## src/rtl/fetch_unit.sv

```systemverilog
// MIPS-subset instruction fetch: owns the PC, reads big-endian words, holds the IF/ID register.
// Capture is one edge after issue; redirects cost one bubble. Build with FETCH_ALIGN_CHECK_EN to trap misaligned targets.
module fetch_unit #(
    parameter int unsigned            PC_WIDTH = 8,
    parameter logic [PC_WIDTH-1:0]    RESET_PC = '0
) (
    input  logic                clk,
    input  logic                rst,
    input  logic                start,
    input  logic                halt,
    input  logic                stall,
    input  logic                branch_taken,
    input  logic [15:0]         branch_offset,
    input  logic                jump,
    input  logic [25:0]         jump_target,
    output logic [PC_WIDTH-1:0] imem_addr,
    input  logic [31:0]         imem_instr,
    output logic [31:0]         if_instr,
    output logic [PC_WIDTH-1:0] if_pc,
    output logic                if_valid,
    output logic [1:0]          state_o
);

    typedef enum logic [1:0] {
        S_IDLE = 2'b00,
        S_RUN  = 2'b01,
        S_HALT = 2'b10,
        S_ERR  = 2'b11
    } state_t;

    state_t                state_q, state_d;
    logic [PC_WIDTH-1:0]   pc_q, pc_d;
    logic [31:0]           instr_q, instr_d;
    logic [PC_WIDTH-1:0]   ifpc_q, ifpc_d;
    logic                  valid_q, valid_d;

    logic [PC_WIDTH-1:0]   jmp_tgt;
    logic [PC_WIDTH-1:0]   br_tgt;
    logic [PC_WIDTH-1:0]   redir_tgt;

    // Branches are relative to the instruction being decoded, not to the PC now in flight.
    assign jmp_tgt   = PC_WIDTH'({jump_target, 2'b00});
    assign br_tgt    = ifpc_q + PC_WIDTH'(4) + PC_WIDTH'($signed({branch_offset, 2'b00}));
    assign redir_tgt = jump ? jmp_tgt : br_tgt;

    always_comb begin
        state_d = state_q;
        pc_d    = pc_q;
        instr_d = instr_q;
        ifpc_d  = ifpc_q;
        valid_d = valid_q;
        case (state_q)
            S_IDLE: begin
                valid_d = 1'b0;
                if (start) begin
`ifdef FETCH_ALIGN_CHECK_EN
                    state_d = (pc_q[1:0] != 2'b00) ? S_ERR : S_RUN;
`else
                    state_d = S_RUN;
`endif
                end
            end
            S_RUN: begin
                if (halt) begin
                    state_d = S_HALT;
                    valid_d = 1'b0;
                end else if (jump || branch_taken) begin
                    // The word fetched this cycle belongs to the wrong path and is dropped.
                    valid_d = 1'b0;
`ifdef FETCH_ALIGN_CHECK_EN
                    if (redir_tgt[1:0] != 2'b00) begin
                        state_d = S_ERR;
                    end else begin
                        pc_d = redir_tgt;
                    end
`else
                    pc_d = redir_tgt;
`endif
                end else if (!stall) begin
                    instr_d = imem_instr;
                    ifpc_d  = pc_q;
                    valid_d = 1'b1;
                    pc_d    = pc_q + PC_WIDTH'(4);
                end
            end
            default: begin
                valid_d = 1'b0;
            end
        endcase
    end

    always_ff @(posedge clk or posedge rst) begin
        if (rst) begin
            state_q <= S_IDLE;
            pc_q    <= RESET_PC;
            instr_q <= '0;
            ifpc_q  <= '0;
            valid_q <= 1'b0;
        end else begin
            state_q <= state_d;
            pc_q    <= pc_d;
            instr_q <= instr_d;
            ifpc_q  <= ifpc_d;
            valid_q <= valid_d;
        end
    end

    assign imem_addr = pc_q;
    assign if_instr  = instr_q;
    assign if_pc     = ifpc_q;
    assign if_valid  = valid_q;
    assign state_o   = state_q;

endmodule

```

## config.mk

```make
export PLATFORM = sky130hd
export DESIGN_NAME = fetch_unit
export DESIGN_NICKNAME = d
export VERILOG_FILES = /design/src/rtl/fetch_unit.sv
export SDC_FILE = /design/constraint.sdc
export NUM_CORES = 1
export LEC_CHECK = 0
export BUFFER_PORTS_ARGS = -buffer_cell sky130_fd_sc_hd__buf_2
export CAP_MARGIN = 20
export CORE_MARGIN = 3
export CORE_UTILIZATION = 25
export CTS_CLUSTER_DIAMETER = 150
export CTS_CLUSTER_SIZE = 40
export DETAILED_ROUTE_END_ITERATION = 16
export MAX_ROUTING_LAYER = met4
export PLACE_DENSITY = 0.57
export RECOVER_POWER = 50
export SLEW_MARGIN = 20
export SYNTH_ARGS = -nofsm -noshare
export SYNTH_HDL_FRONTEND = slang
export SYNTH_SLANG_ARGS = --single-unit
```

## constraint.sdc

```tcl
create_clock -name clk -period 2.3 [get_ports clk]
set_input_delay 0.23 -clock clk [delete_from_list [all_inputs] [get_ports clk]]
set_output_delay 0.23 -clock clk [all_outputs]
set_load 0.01 [all_outputs]
```

==> qor.yml <==
floorplan:
  initial_utilization_pct: 26.07
  coreArea_mm2: 0.009864
  pin_count: 132
  fp.dieH_um: 107.4
  rows: 36
  die-area_mm2: 0.01154
  fp.dieW_um: 107.4
critical_path:
  r2r_cells: 8
  critical_path_class: "reg -> reg"
  cp.required_ns: 2.49
  startpoint_type: "flip-flop"
  r2r-end: "imem_addr[7]"
  cp_data_arrival_time_ns: 2.35
  r2r-start: "if_pc[3]"
  rrSetupSlack_ns: 0.14
  crit_fanout: 3
  crit_path_end_kind: "flip-flop"
power:
  p_per_area_mw_per_mm2: 499.9
  vdd_ir_drop_max_mv: 0.2133
  power_leakage_nw: 1.711
synth:
  netlist_area_mm2: 0.002571
  synthDistinctLibCells: 36
  yosysTopAreaCellShare_pct: 49.64
  syn_area_per_cell_um2: 14.05
  synth.top_cells.by_area: "dfrtp_1, mux2_4, ha_1, buf_12, a21oi_1"
  synth-seq-cells: 51
  syn-num-nets: 275
  yosysTopAreaCell: "dfrtp_1"
  yosysMostFrequentCell: "dfrtp_1"
  synth_edf_count: 0
  synthCells: 183
  synth_commonest_cells: "dfrtp_1, mux2_4, a21oi_1"
  async_flop_share_pct: 100.0
  synthFlopType: "dfrtp_1"
  yosysSeqAreaShare_pct: 49.64
  ys_warn_count: 0
worst_hold_path:
  hold_start: "imem_instr[22]"
  holdPathEnd: "if_instr[22]"
  whs_path_depth: 2
  min_path_type: "in -> reg"
sta:
  finalSetupTns_ns: 0
  maxSlewHeadroom_pct: 14.86
  min_period_ns: 2.158
  hold_viol_final: 0
  rsz0062_at_grt: "false"
  setup_viol: 0
  fin_skew_ns: 0.01880
  period_share_pct: 93.82
  fmax_ghz: 0.4634
  drv_slew: 0
  worst_pin_slew_ns: 1.277
routing:
  wire_per_inst_um: 13.78
  drtIter0Drc: 76
  drc: 0
  viasPerCell: 4.262
  wl_um: 5844
  vias: 1807
  antenna_left: 0
  drtPass1Iterations: 4
finish:
  multi_input_area_mm2: 0.001177
  final_util_pct: 33.22
  drive_gt1_share_pct: 46.39
  n_antenna_cell: 0
  syn_to_final_growth_pct: 27.45
  nNetsFinal: 382
  num-fill-cells: 1031
  regArea_mm2: 0.001276
global_routing:
  grt-ovfl-total: 0
  grt.total_usage_pct: 10.20
  antenna_found_initial: 0
  grt_first_pass_wirelength_um: 9183
  grt_pass1_vias: 1754
  grt_max_degree: 52
run:
  drv_cap: 0
clocking:
  clock_latency_ns: 0.31
  clockRootBuffer: "clkbuf_8"
  cts_tree: "built"
  clk_path_buf_depth: 2
  cts_sinks: 51
  cts_made_buffers: 5
  clkTransAtPathRegs_ns: 0.11
  cts_htree_levels: 2
placement:
  io_buffers: 101
  gp_congestion: 0.7438
  hpwl_um: 4293
outcome:
  status: "completed"
-- metal layers --
layer	part of all wire (%)	wire length [µm]	GRT usage, %
met1	49	2841	13.88
met2	43	2528	15.24
met3	6.7	391	2.519
met4	1.4	82	2.705
met5	0	0	-
-- what timing repair did --
item / 4_1_cts / 5_1_grt
endpoints found under the hold margin: 51 / 0
setup buffers: 0 / 0
resized for setup: 0 / 1
setup endpoints to repair: 0 / 1
hold buffers: 1 / 0
-- power breakdown --
group	total (mW)	switching, mW	internal [mW]
Combinational	0.106	0.0582	0.0481
Clock	0.636	0.311	0.325
Sequential	0.896	0	0.896
-- layout by cell type (no fill, tap or decap), drive strengths merged, types with 3 or more instances in the layout --
| cell type | count |
|---|---|
| mux2 | 40 |
| clkbuf | 29 |
| dfrtp | 51 |
| buf | 80 |
| nand3 | 3 |
| ha | 10 |
| inv | 9 |
| nand2 | 7 |
| o21ai | 8 |
| a21oi | 12 |
| nor2 | 9 |
| clkinv | 3 |
| xnor2 | 3 |
-- flip-flops by register name (all words and copies together) (netlist names) --
signal     flops
imem_addr      8
if_pc          8
if_valid       1
state_o        2
if_instr      32
-- worst max-delay path: stages, from the launching register on --
cell and delay [ns]:
dfrtp_1 0.41, ha_1 0.28, ha_1 0.17, inv_1 0.06, fa_1 0.37, nand2b_1 0.19, a21oi_2 0.16, xnor2_1 0.10
a211o_1 0.30
-- worst max path at each step --
stage | startpoint | endpoint | slack, ns | cells after the start
floorplan | if_pc[3] | imem_addr[7] | 0.28 | 8
global placement | if_pc[3] | imem_addr[7] | 0.14 | 8
detailed placement | if_pc[3] | imem_addr[7] | 0.1 | 8
CTS | if_pc[3] | imem_addr[7] | 0.07 | 8
global route | if_pc[3] | imem_addr[7] | 0.02 | 8
finish | if_pc[3] | imem_addr[7] | 0.14 | 8
-- cell type report --
class                   instances  area share [%]
inverters                      10           1.145
multi-input cells             117           35.93
clock buffers                   5           2.100
flip-flops and latches         51           38.95
repair buffers                105           15.46
clock inverters                 3           1.336
well taps                     133           5.078
-- stage by stage --
stage                     instance area [µm²]  setup slack, ns  hold slack [ns]  std cells  power (mW)
final                                    3277           0.1423           0.1520        424       1.638
after global routing                     3277          0.02268           0.1369        424       1.721
after CTS                                3317          0.06964           0.1366        424       1.678
after detailed placement                 3194          0.09866           0.3006        415       1.025
after global placement                   3194           0.1397           0.3004        415       1.022
after floorplan                          2571           0.2770           0.3146        183      0.9576
-- cells by family after synthesis --
family / synth area share, %
DFF: 49.63
muxes: 23.75
AOI/OAI and AO/OA: 8.127
and+or+nand+nor: 6.765
buffers and inverters: 4.720
adders and majority gates: 5.645
xor gates and xnor gates: 1.363
No activity file was read; power rests on OpenSTA's default activity.
